## config.mk

```make
export PLATFORM = sky130hd
export DESIGN_NAME = halfband_mac_sched
export DESIGN_NICKNAME = d
export VERILOG_FILES = /design/src/rtl/halfband_mac_sched_pkg.sv /design/src/rtl/halfband_mac_sched_ctl_delay_pipe.sv /design/src/rtl/halfband_mac_sched.sv
export SDC_FILE = /design/constraint.sdc
export NUM_CORES = 1
export LEC_CHECK = 0
export BUFFER_PORTS_ARGS = -buffer_cell sky130_fd_sc_hd__clkbuf_2
export CORE_UTILIZATION = 51
export DETAILED_ROUTE_END_ITERATION = 16
export PLACE_DENSITY_LB_ADDON = 0.05
export SLEW_MARGIN = 20
export SYNTH_ARGS = -nofsm -noshare
export SYNTH_HDL_FRONTEND = slang
export SYNTH_SLANG_ARGS = --single-unit
export TNS_END_PERCENT = 100
```

## constraint.sdc

```tcl
create_clock -name clk -period 2.7 [get_ports clk]
set_clock_uncertainty 0.15 [all_clocks]
set_input_delay 0.135 -clock clk [delete_from_list [all_inputs] [get_ports clk]]
set_output_delay 0.135 -clock clk [all_outputs]
set_load 0.05 [all_outputs]
```

## src/rtl/halfband_mac_sched_pkg.sv

```systemverilog
// Shared types and defaults for the half-band filter MAC scheduler:
// FSM state encoding, the accumulator control token and width helpers.
package halfband_mac_sched_pkg;

    localparam int DEF_NPHASE = 4;
    localparam int DEF_NCH    = 2;
    localparam int DEF_DELAY  = 3;

    // Token channel field is fixed-width so the struct does not depend on NCH.
    localparam int TOK_CH_W = 8;

    typedef enum logic [1:0] {
        ST_IDLE  = 2'd0,
        ST_RUN   = 2'd1,
        ST_DRAIN = 2'd2
    } state_e;

    typedef struct packed {
        logic                first;
        logic                last;
        logic [TOK_CH_W-1:0] ch;
    } token_t;

    function automatic int clog2_min1(input int n);
        return (n > 1) ? $clog2(n) : 1;
    endfunction

endpackage

```

## src/rtl/halfband_mac_sched_ctl_delay_pipe.sv

```systemverilog
// Fixed-latency shift pipe for control tokens; bubbles carry zeroed data so
// every downstream field is quiet whenever valid_o is low.
module ctl_delay_pipe #(
    parameter int DELAY = 3,
    parameter int W     = 8
) (
    input  logic         clk,
    input  logic         reset_n,
    input  logic         valid_i,
    input  logic [W-1:0] data_i,
    output logic         valid_o,
    output logic [W-1:0] data_o,
    output logic         empty_o
);

    logic [DELAY-1:0] vld_q;
    logic [W-1:0]     data_q [DELAY];

    always_ff @(posedge clk or negedge reset_n) begin
        if (!reset_n) begin
            vld_q <= '0;
            for (int i = 0; i < DELAY; i++) data_q[i] <= '0;
        end else begin
            vld_q[0]  <= valid_i;
            data_q[0] <= valid_i ? data_i : '0;
            for (int i = 1; i < DELAY; i++) begin
                vld_q[i]  <= vld_q[i-1];
                data_q[i] <= data_q[i-1];
            end
        end
    end

    assign valid_o = vld_q[DELAY-1];
    assign data_o  = data_q[DELAY-1];
    assign empty_o = ~|vld_q;

endmodule

```

## src/rtl/halfband_mac_sched.sv

```systemverilog
// Schedules one shared multiplier across NCH channels x NPHASE phases per
// sample and steers the delayed accumulator load/enable/result strobes.
module halfband_mac_sched
    import halfband_mac_sched_pkg::*;
#(
    parameter int NPHASE = DEF_NPHASE,
    parameter int NCH    = DEF_NCH,
    parameter int DELAY  = DEF_DELAY
) (
    input  logic                              clk,
    input  logic                              reset_n,
    input  logic                              start,
    input  logic                              enable,
    input  logic                              overrun_clr,
    output logic [clog2_min1(NCH)-1:0]        ch_sel,
    output logic [clog2_min1(NPHASE)-1:0]     phase,
    output logic [clog2_min1(2*NPHASE)-1:0]   tap_idx,
    output logic                              issue,
    output logic                              center_en,
    output logic                              acc_load,
    output logic                              acc_en,
    output logic [clog2_min1(NCH)-1:0]        acc_ch,
    output logic [NCH-1:0]                    y_valid,
    output logic                              busy,
    output logic                              overrun
);

    localparam int CH_W  = clog2_min1(NCH);
    localparam int PH_W  = clog2_min1(NPHASE);
    localparam int TAP_W = clog2_min1(2*NPHASE);

    state_e             state_q, state_d;
    logic [CH_W-1:0]    ch_q, ch_d;
    logic [PH_W-1:0]    ph_q, ph_d;
    logic [TAP_W-1:0]   tap_q, tap_d;
    logic               issue_q, issue_d;
    logic               center_q, center_d;
    logic               busy_q, busy_d;
    logic               over_q, over_d;
    logic [NCH-1:0]     yv_q, yv_d;

    logic               go;
    logic               last_ph;
    logic               final_issue;
    token_t             tok_in, tok_out;
    logic               tok_vld;
    logic               pipe_empty;

    assign go          = start && enable;
    assign last_ph     = (ph_q == PH_W'(NPHASE-1));
    assign final_issue = issue_q && last_ph && (ch_q == CH_W'(NCH-1));

    // Issue fields default to zero so idle cycles present a quiet bus.
    always_comb begin
        state_d = state_q;
        ch_d    = '0;
        ph_d    = '0;
        issue_d = 1'b0;
        over_d  = over_q;
        if (overrun_clr) over_d = 1'b0;
        case (state_q)
            ST_IDLE: begin
                if (go) begin
                    state_d = ST_RUN;
                    issue_d = 1'b1;
                end
            end
            ST_RUN: begin
                if (final_issue) begin
                    if (go) issue_d = 1'b1;
                    else    state_d = ST_DRAIN;
                end else begin
                    issue_d = 1'b1;
                    if (last_ph) begin
                        ch_d = ch_q + CH_W'(1);
                    end else begin
                        ch_d = ch_q;
                        ph_d = ph_q + PH_W'(1);
                    end
                    if (go) over_d = 1'b1;
                end
            end
            ST_DRAIN: begin
                if (go) begin
                    state_d = ST_RUN;
                    issue_d = 1'b1;
                end else if (pipe_empty) begin
                    state_d = ST_IDLE;
                end
            end
            default: state_d = ST_IDLE;
        endcase
        tap_d    = TAP_W'({ph_d, 1'b0});
        center_d = issue_d && (ph_d == PH_W'(NPHASE-1));
        busy_d   = (state_d != ST_IDLE);
    end

    always_comb begin
        tok_in       = '0;
        tok_in.first = (ph_q == '0);
        tok_in.last  = last_ph;
        tok_in.ch    = TOK_CH_W'(ch_q);
        for (int k = 0; k < NCH; k++) begin
            yv_d[k] = tok_vld && tok_out.last && (tok_out.ch == TOK_CH_W'(k));
        end
    end

    always_ff @(posedge clk or negedge reset_n) begin
        if (!reset_n) begin
            state_q  <= ST_IDLE;
            ch_q     <= '0;
            ph_q     <= '0;
            tap_q    <= '0;
            issue_q  <= 1'b0;
            center_q <= 1'b0;
            busy_q   <= 1'b0;
            over_q   <= 1'b0;
            yv_q     <= '0;
        end else begin
            state_q  <= state_d;
            ch_q     <= ch_d;
            ph_q     <= ph_d;
            tap_q    <= tap_d;
            issue_q  <= issue_d;
            center_q <= center_d;
            busy_q   <= busy_d;
            over_q   <= over_d;
            yv_q     <= yv_d;
        end
    end

    ctl_delay_pipe #(
        .DELAY (DELAY),
        .W     ($bits(token_t))
    ) u_pipe (
        .clk     (clk),
        .reset_n (reset_n),
        .valid_i (issue_q),
        .data_i  (tok_in),
        .valid_o (tok_vld),
        .data_o  (tok_out),
        .empty_o (pipe_empty)
    );

    assign ch_sel    = ch_q;
    assign phase     = ph_q;
    assign tap_idx   = tap_q;
    assign issue     = issue_q;
    assign center_en = center_q;
    assign acc_en    = tok_vld;
    assign acc_load  = tok_out.first;
    assign acc_ch    = CH_W'(tok_out.ch);
    assign y_valid   = yv_q;
    assign busy      = busy_q;
    assign overrun   = over_q;

endmodule

```

==> Word-level counts from Yosys, hierarchy flattened <==
Index checks and enable logic that the tools add are counted.
{ "word_totals": {"input_bits": 5, "wordCells": 53, "ff_bits": 44, "out_inout_bits": 15} }
{ "classes": {"eq_ne": 6, "muxes": 20, "add_sub_neg": 2, "n_reduce_logical": 13} }
{ "ops": {"columns": ["cell", "count"], "rows": [
  ["$mux 2", 8],
  ["$mux 10", 1],
  ["$mux 1", 9],
  ["$eq 8x1->1 const B", 1],
  ["$logic_not 8->1", 1],
  ["$logic_and 1x1->1", 7],
  ["$eq 2x2->1 const B", 3],
  ["$pmux 2 s3", 1],
  ["$logic_not 2->1", 2],
  ["$ne 3x3->1 const B", 1],
  ["$reduce_or 3->1", 1],
  ["$add 2x1->2 const B", 1],
  ["$eq 2x1->1 const B", 1],
  ["$pmux 1 s2", 1],
  ["$reduce_bool 2->1", 1],
  ["$reduce_or 2->1", 1],
  ["$add 1x1->1 const B", 1]
]} }

==> Depth between registers and ports, before layout <==
Gate-level depths: netlist of the first run.
{ "depth": {"word_depth": 7, "mapped_depth": 4, "ltp_nobuf": 4} }

==> Modules after synthesis <==
From an unflattened synthesis of the first run, not the netlist that was laid out.
{ "unflattened": {"cells_unflattened": 100, "area_unflattened_um2": 1465.2} }
{ "by_module_without_submodules": {"columns": ["mod", "cells_per_inst", "seq_area_each_um2", "instances", "area_per_inst_um2"], "rows": [
  ["ctl_delay_pipe", 54, 825.8, 1, 968.4],
  ["halfband_mac_sched", 46, 275.3, 1, 496.7]
]} }

==> Worst setup path after synthesis of the first run <==
No wires, ideal clock.
{ "synth_timing": {"kind": "flip-flop to flip-flop", "from": "reg, netlist name tap_idx[1]", "to": "reg state_q[1]", "t_arrival_ps": 1395, "period_less_slack_ps": 1611, "slack_ps": 1089, "setup_time_ps": 66, "t_required_ps": 2484, "stages_incl_launch_ff": 5, "path_buffers": 0, "path_cell_list": "dfrtp_1 > ha_1 > nand3_1 > o22ai_1 > and2_1"} }
{ "synth_lines": {"columns": ["element", "line", "source"], "rows": [
  ["to (signal assigned)", "halfband_mac_sched.sv:120", "state_q <= state_d;"],
  ["to (decl)", "halfband_mac_sched.sv:32", "state_e state_q, state_d;"]
]} }

==> run_results.csv, run 1 <==
group,metric,value,unit
detailed_routing,detail_route.wl_per_cell,11.2,um
floorplan,die_area,0.00174,mm^2
synth,ys_ff_latch,23,
sta,setup_viol,0,
critical_path,critical_path_class,"reg -> reg",
clock_network,cts.repair.resized,0,
clock_network,hold_buffers,2,
detailed_routing,drt_first_pass_iters,2,
global_routing,grt_max_degree,24,
critical_path,cp_cell_sequence,"ha_1 -> nand3_1 -> o22ai_1 -> and2_1",
sta,worst_slew_pin_slew,525,ps
critical_path,reg2reg_slack,1320,ps
critical_path,slowest_delay,460,ps
cells_and_area,postLayoutCoreUtil,67.0,%
floorplan,start_util,58.2,%
synth,syn_area,805,um^2
sta,period_minus_slack,1380,ps
synth,yosys-top-cells-count,"dfrtp_1, and2_1, inv_1, nor2_1",
synth,ys_types,21,
hold_path,min_path_type,"in -> reg",
run,drv_cap,0,
global_routing,grt.overflow.total,0,
sta,tns,0,ps
floorplan,dieWidth,41.7,um
clock_network,numClockSinks,23,
clock_network,clock_path_buffers,2,
clock_network,cts_tree,"yes",
synth,synth_area_per_cell,13.9,um^2
critical_path,critPathMaxFanout,7,
status,outcome,"completed",
synth,synth.top_cell.area_share,71.5,%
clock_network,htree_levels,1,
sta,drv_slew,0,
synth,synthArstFlopShare,100,%
critical_path,cp.required,2800,ps
clock_network,clk_latency,300,ps
synth,yosysTopAreaCell,"dfrtp_1",
sta,max_freq,724,MHz
clock_network,post_cts_buffers,0,
cells_and_area,antennaDiodeCount,0,
placed_design,place_ws,1330,ps
critical_path,r2r-start,"tap_idx[1]",
detailed_routing,wirelength_met1,458,um
detailed_routing,routed-wl-met2,499,um
clock_network,clk_pin_slew_worst_paths,110,ps
detailed_routing,ant_nets,0,
cells_and_area,area_growth,15.1,%
cells_and_area,drive_gt1_share,26.9,%
floorplan,boundaryPins,20,
global_routing,grt_pass1_vias,411,
placed_design,dp_hpwl,768,um
global_routing,antenna_found_initial,0,
clock_network,root_buffer,"clkbuf_4",
synth,seq_area_frac_synth,71.5,%
global_routing,grt_pass1_wl,1.80,mm
critical_path,arrival,1480,ps
sta,grt_setup_unrepaired,"no",
detailed_routing,route.met3.wl,67,um
critical_path,rr_worst_depth,4,
detailed_routing,vias,450,
synth,synth_fp_nets,66,
synth,synth-edff-count,0,
floorplan,rows,13,
global_routing,grt.total_usage,14.8,%
detailed_routing,top_layer,"met4",
sta,period_share,51.2,%
detailed_routing,drc_errors,0,
synth,yosysWarnings,0,
critical_path,cp_slowest_cell,"dfrtp_1",
critical_path,cp-start-kind,"register",
detailed_routing,vias_per_cell,4.84,
cells_and_area,nFillCells,104,
critical_path,cp-endpoint,"state_q[1]",
placed_design,port_buffers,18,
critical_path,worstSetupStartpoint,"tap_idx[1]",
cells_and_area,fin_nets,87,
synth,ys.flop_type,"dfrtp_1",
detailed_routing,finalWirelength,1.04,mm
sta,hold_violations,0,
clock_network,cts_buffers,3,
synth,synth_most_common_cell,"dfrtp_1",
synth,postSynthCellCount,58,
sta,slew_headroom,65.0,%
floorplan,core,0.00138,mm^2
critical_path,worstSetupEndpointType,"register",
placed_design,place_congestion,0.675,
synth,synth_area_leaders,"dfrtp_1, ha_1, and2_1",
floorplan,chipHeight,41.7,um
sta,fin_ws,1320,ps
critical_path,reg2reg_to,"state_q[1]",
detailed_routing,dr.first_iter.drc_count,2,
==> sequential cells by signal (all words and copies together) (netlist names) <==
name / count
busy: 1
center_en: 1
ch_sel: 1
issue: 1
overrun: 1
state_q: 2
tap_idx: 2
u_pipe.data_o: 3
u_pipe.data_q: 6
u_pipe.vld_q: 3
y_valid: 2
==> stage by stage <==
step	cell area (um^2)	cells	hold slack, ps
final	926	93	21.4
after global routing	926	93	14.2
after CTS	926	93	2.84
after detailed placement	880	87	-11.8
after global placement	880	87	-10.4
after floorplan	805	58	-311
==> worst min path at each step <==
| stage | start | end | cells past startpoint |
|---|---|---|---|
| detailed placement | reset_n | u_pipe.data_o[9] | 1 |
| floorplan | reset_n | busy | 0 |
| global placement | reset_n | u_pipe.data_o[9] | 1 |
| global route | enable | issue | 3 |
| CTS | enable | issue | 3 |
| finish | enable | issue | 3 |
==> cell usage in the layout (no fill, tap or decap) <==
cell,n
nor3_1,1
clkbuf_4,3
o31ai_1,1
a22o_1,1
a32oi_1,2
inv_1,4
and3_1,1
clkbuf_1,1
o211ai_1,1
nand2b_1,1
nand3_1,1
or2_1,1
clkbuf_2,18
o22ai_1,1
nand2_1,2
conb_1,1
dfrtp_1,23
xnor2_1,1
nor2_1,4
dlygate4sd3_1,2
ha_1,3
nor4_1,1
and2_1,4
==> per-layer routing <==
| layer | track usage, % | vias to the layer above |
|---|---|---|
| met5 | 0 | - |
| met3 | 7.83 | 2 |
| met1 | 17.2 | 206 |
| li1 | - | 227 |
| met4 | 7.74 | 0 |
| met2 | 22.2 | 15 |
==> cell families after synthesis <==
family,synth area share (%)
AOI/OAI and AO/OA,5.91
xor gates and xnor gates,1.09
adders and majority gates,4.67
buffers and inverters,6.06
DFF,71.5
other,0.466
and+or+nand+nor,10.3
==> critical path, delay by kind of cell (launching register included) <==
kind / cells / cell delay, ps
adder cells (fa/ha/maj): 1 / 280
AND/OR/NAND/NOR: 2 / 260
flip-flops: 1 / 460
AO/OA/AOI/OAI: 1 / 170
==> cell type report <==
cell class | instances | area, um^2 | area share [%]
Sequential cell | 23 | 576 | 62.2
Multi-Input combinational cell | 27 | 180 | 19.5
Timing Repair Buffer | 20 | 110 | 11.9
Clock buffer | 4 | 26.3 | 2.84
Tap cell | 15 | 18.8 | 2.03
Inverter | 4 | 15.0 | 1.62
Power of run 1 is not shown: default switching activity piles up to over one toggle a cycle in this logic, so the estimate is an artifact.
==> run 2: changes to the inputs <==
--- a/config.mk
+++ b/config.mk
@@ -6,7 +6,8 @@
 export NUM_CORES = 1
 export LEC_CHECK = 0
 export BUFFER_PORTS_ARGS = -buffer_cell sky130_fd_sc_hd__clkbuf_2
-export CORE_UTILIZATION = 51
+export CORE_ASPECT_RATIO = 0.75
+export CORE_UTILIZATION = 44
 export DETAILED_ROUTE_END_ITERATION = 16
 export PLACE_DENSITY_LB_ADDON = 0.05
 export SLEW_MARGIN = 20
==> constraint.sdc (replaced) <==
create_clock -name clk -period 1.15 [get_ports clk]
set_clock_uncertainty 0.15 [all_clocks]
set_input_delay 0.0575 -clock clk [delete_from_list [all_inputs] [get_ports clk]]
set_output_delay 0.0575 -clock clk [all_outputs]
set_load 0.05 [all_outputs]
==> run 2 against run 1 <==
Against the previous run: the flow now finishes with violations (negative setup slack); via count up 20%; register-to-register slack got worse by 1500 ps; core utilization is 12 points higher; worst setup slack lost 1500 ps; critical path type unchanged.
==> run_results.csv, run 2 (synthesis results as in run 1) <==
group,metric,value,unit
status,outcome,"finished with violations",
status,violations,"negative setup slack",
clock_network,clk_latency,300,ps
critical_path,worstSetupStartpoint,"tap_idx[1]",
global_routing,grt_pass1_vias,541,
pwr,p_total,0.00379,W
pwr,power.static_leakage,0.601,nW
pwr,p_sw,0.00160,W
critical_path,cp.required,1200,ps
clock_network,numClockSinks,23,
floorplan,boundaryPins,20,
placed_design,place_congestion,0.751,
global_routing,grt_pass1_wl,2.43,mm
clock_network,clock_path_buffers,2,
critical_path,arrival,1400,ps
sta,fin_ws,-201,ps
critical_path,cp-start-kind,"register",
detailed_routing,vias_per_cell,4.74,
cells_and_area,layout_common_cells,"dfrtp_1, buf_4, clkbuf_4, clkbuf_2, buf_8",
detailed_routing,drc_errors,0,
cells_and_area,area_growth,56.5,%
clock_network,cts_buffers,3,
clock_network,root_buffer,"clkbuf_4",
cells_and_area,postLayoutCoreUtil,79.1,%
cells_and_area,fin_nets,102,
floorplan,rows,12,
cells_and_area,nFillCells,97,
pwr,p_clk_share,9.4,%
floorplan,start_util,50.6,%
pwr,intPower,0.00219,W
global_routing,antenna_found_initial,0,
detailed_routing,vias,540,
pwr,max-vdd-ir-drop,2180,uV
hold_path,min_path_type,"in -> async",
sta,holdWs,61.4,ps
global_routing,grt_max_degree,24,
placed_design,dp_hpwl,914,um
floorplan,chipHeight,39.0,um
floorplan,dieWidth,51.4,um
critical_path,critical_path_class,"reg -> reg",
sta,max_freq,740,MHz
detailed_routing,drt_first_pass_iters,4,
sta,grt_setup_unrepaired,"yes",
clock_network,clk_pin_slew_worst_paths,120,ps
cells_and_area,largest_register_ffs,6,
pwr,netSwitchingFraction,42.3,%
sta,drv_slew,0,
sta,period_share,117,%
pwr,comb_power_share,55.1,%
detailed_routing,finalWirelength,1.55,mm
detailed_routing,detail_route.wl_per_cell,13.6,um
floorplan,core,0.00159,mm^2
floorplan,die_area,0.00201,mm^2
critical_path,rr_worst_depth,3,
pwr,p_seq_share,35.5,%
global_routing,grt.overflow.total,0,
placed_design,port_buffers,18,
cells_and_area,regMostFlops,"u_pipe.data_q",
sta,period_minus_slack,1350,ps
cells_and_area,layout_commonest_cell,"dfrtp_1",
sta,hold_violations,0,
critical_path,worstSetupEndpointType,"register",
cells_and_area,antennaDiodeCount,0,
run,drv_cap,0,
sta,setup_viol,14,
detailed_routing,dr.first_iter.drc_count,3,
global_routing,grt.total_usage,18.1,%
critical_path,r2r-start,"tap_idx[1]",
sta,tns,-1470,ps
pwr,power_density,3010,mW/mm^2
detailed_routing,ant_nets,0,
clock_network,htree_levels,1,
critical_path,critPathMaxFanout,6,
placed_design,place_ws,-86.7,ps
cells_and_area,drive_gt1_share,52.7,%
clock_network,cts_tree,"yes",
[run 2: worst max-delay path, cell delays in order, from the launching register on]
cell	delay (ps)
dfrtp_4	510
buf_6	130
ha_4	170
nor4_1	280
[run 2: what timing repair did]
action	in CTS	in global routing
setup endpoints to repair	15	24
gates cloned	0	0
gates resized for setup	26	15
hold buffers	4	0
pin swaps	2	3
setup buffers	5	2
hold endpoints to repair	27	0
[run 2: stage by stage]
stage / instance area, um^2 / instances
2_1_floorplan: 836 / 58
3_3_place_gp: 976 / 99
3_5_place_dp: 976 / 99
4_1_cts: 1210 / 112
5_1_grt: 1260 / 114
6_report: 1260 / 114
[run 2: layout make-up]
class / instances / area, um^2 / share of cell area [%]
Inverter: 4 / 15.0 / 1.19
Clock buffer: 3 / 22.5 / 1.79
Clock inverter: 1 / 5.00 / 0.398
Timing Repair Buffer: 35 / 369 / 29.3
Tap cell: 21 / 26.3 / 2.09
Multi-Input combinational cell: 27 / 236 / 18.8
Sequential cell: 23 / 584 / 46.4
[run 2: per-layer routing]
| layer | global-route usage (%) | wire length [um] | part of all wire [%] | vias to the layer above |
|---|---|---|---|---|
| met1 | 21.8 | 666 | 43 | 262 |
| met4 | 6.08 | 21 | 1.4 | 0 |
| met2 | 30.2 | 791 | 51 | 19 |
| met3 | 7.06 | 74 | 4.8 | 4 |
| li1 | - | - | - | 255 |
| met5 | 0 | 0 | 0 | - |
[run 2: path summary, 6_finish.rpt]
path                                         end  slack, ps
worst max-delay path                   center_en       -200
worst min register to register  u_pipe.data_o[9]        210
min in group clk                u_pipe.data_o[9]        210
max in group asynchronous             tap_idx[1]        640
worst max register to register         center_en       -200
worst min-delay path             u_pipe.vld_q[0]         60
[run 2: power groups by stage]
stage,combinational [W],sequential [W],clock [W]
detailed placement,0.00135,0.00135,0
global route,0.00219,0.00138,0.000403
finish,0.00209,0.00135,0.000356
floorplan,0.000514,0.00185,0
CTS,0.00190,0.00131,0.000376
global placement,0.00135,0.00133,0
No activity file was read; power rests on OpenSTA's default activity.
==> run 3: changes to the inputs <==
--- a/config.mk
+++ b/config.mk
@@ -10,6 +10,7 @@
 export CORE_UTILIZATION = 44
 export DETAILED_ROUTE_END_ITERATION = 16
 export PLACE_DENSITY_LB_ADDON = 0.05
+export RECOVER_POWER = 50
 export SLEW_MARGIN = 20
 export SYNTH_ARGS = -nofsm -noshare
 export SYNTH_HDL_FRONTEND = slang
==> run 3 against run 2 <==
Against the previous run: the run still ends with negative setup slack left; clock power barely moved; sequential power barely moved; die area did not move; critical path depth did not move; register-to-register slack barely moved; first-iteration DRC count did not move; routed wire length barely moved; sequential share of layout area rose by 0.56 points; non-clock buffer count did not move; via count did not move; critical path type unchanged; largest power group unchanged.
==> run_results.csv, run 3 (synthesis results as in run 1) <==
group,metric,value,unit
status,outcome,"finished with violations",
status,violations,"negative setup slack",
placed_design,dp_hpwl,914,um
sta,max_freq,740,MHz
sta,slew_headroom,63.3,%
floorplan,die_area,0.00201,mm^2
clock_network,numClockSinks,23,
hold_path,min_path_type,"in -> async",
global_routing,grt_max_degree,24,
critical_path,critPathMaxFanout,6,
clock_network,root_buffer,"clkbuf_4",
sta,worst_slew_pin_slew,551,ps
clock_network,htree_levels,1,
cells_and_area,regMostFlops,"u_pipe.data_q",
clock_network,clock_path_buffers,2,
cells_and_area,largest_register_ffs,6,
sta,period_minus_slack,1350,ps
global_routing,antenna_found_initial,0,
cells_and_area,area_growth,54.6,%
sta,tns,-1470,ps
clock_network,clk_pin_slew_worst_paths,120,ps
detailed_routing,dr.first_iter.drc_count,3,
global_routing,grt_pass1_vias,541,
run,drv_cap,0,
placed_design,place_congestion,0.751,
floorplan,boundaryPins,20,
clock_network,cts_tree,"yes",
placed_design,place_ws,-86.7,ps
critical_path,cp_slowest_cell,"dfrtp_4",
pwr,power.static_leakage,0.595,nW
global_routing,grt.overflow.total,0,
pwr,power_density,3040,mW/mm^2
critical_path,critical_path_class,"reg -> reg",
global_routing,grt.total_usage,18.1,%
floorplan,rows,12,
sta,hold_violations,0,
detailed_routing,vias,540,
detailed_routing,vias_per_cell,4.74,
floorplan,chipHeight,39.0,um
sta,grt_setup_unrepaired,"yes",
cells_and_area,layout_common_cells,"dfrtp_1, buf_4, clkbuf_2",
detailed_routing,drt_first_pass_iters,4,
pwr,max-vdd-ir-drop,2180,uV
critical_path,slowest_delay,510,ps
critical_path,cp-start-kind,"register",
clock_network,cts_buffers,3,
clock_network,clk_latency,300,ps
floorplan,dieWidth,51.4,um
critical_path,cp.required,1200,ps
sta,drv_slew,0,
cells_and_area,antennaDiodeCount,0,
cells_and_area,fin_nets,102,
floorplan,core,0.00159,mm^2
sta,period_share,117,%
detailed_routing,drc_errors,0,
global_routing,grt_pass1_wl,2.43,mm
sta,fin_ws,-201,ps
placed_design,placed_area,976,um^2
floorplan,start_util,50.6,%
critical_path,cp_cell_sequence,"buf_6 -> ha_4 -> nor4_1",
detailed_routing,finalWirelength,1.55,mm
critical_path,worstSetupEndpointType,"register",
detailed_routing,ant_nets,0,
cells_and_area,layout_commonest_cell,"dfrtp_1",
sta,holdWs,192,ps
sta,setup_viol,14,
detailed_routing,detail_route.wl_per_cell,13.6,um
cells_and_area,drive_gt1_share,52.7,%
cells_and_area,finish.instance_area,0.00124,mm^2
critical_path,arrival,1400,ps
placed_design,port_buffers,18,
run 3: per-layer routing:
| layer | up-vias | global-route usage (%) | share of wire [%] |
|---|---|---|---|
| li1 | 255 | - | - |
| met1 | 262 | 21.8 | 43 |
| met2 | 19 | 30.2 | 51 |
| met3 | 4 | 7.06 | 4.8 |
| met4 | 0 | 6.08 | 1.4 |
| met5 | - | 0 | 0 |
run 3: power breakdown:
group          internal [W]  switching, W  leakage, nW  total (W)
logic              0.000931       0.00115        0.296    0.00208
clock network      0.000130      0.000226       0.0177   0.000356
registers           0.00112      0.000228        0.281    0.00135
run 3: cell type report:
type / count / area, um^2
inverter: 4 / 15.0
clock buffer: 3 / 22.5
tap: 21 / 26.3
fill: 99 / 348
clock inverter: 1 / 5.00
sequential: 23 / 584
multi-input combinational: 27 / 236
timing repair buffer: 35 / 354
run 3: path summary, 6_finish.rpt:
path                              startpoint  depth (start not counted)                to  slack, ps
min reg2reg                u_pipe.data_q[19]                          0  u_pipe.data_o[9]        210
min                                  reset_n                          3   u_pipe.vld_q[0]        190
max reg2reg                       tap_idx[1]                          3         center_en       -200
max in group asynchronous            reset_n                          3        tap_idx[1]        250
max                               tap_idx[1]                          3         center_en       -200
min in group clk           u_pipe.data_q[19]                          0  u_pipe.data_o[9]        210
run 3: through the flow:
step | cells | util (%) | power (W)
4_1_cts | 112 | 76.3 | 0.00359
3_3_place_gp | 99 | 61.3 | 0.00268
5_1_grt | 114 | 78.1 | 0.00396
6_report | 114 | 78.1 | 0.00378
2_1_floorplan | 58 | - | 0.00237
3_5_place_dp | 99 | 61.3 | 0.00270
run 3: worst max-delay path, delay by kind of cell (launching register included):
family / cells / cell delay [ps]
DFF: 1 / 510
and+or+nand+nor: 1 / 280
buffers and inverters: 1 / 130
adders and majority gates: 1 / 170
run 3: timing repair:
action / CTS / global route
hold buffers: 4 / 0
resized for setup: 26 / 15
pin swaps: 2 / 3
endpoints found under the hold margin: 27 / 0
buffers inserted: 5 / 2
endpoints found under the setup margin: 15 / 24
gates cloned: 0 / 0
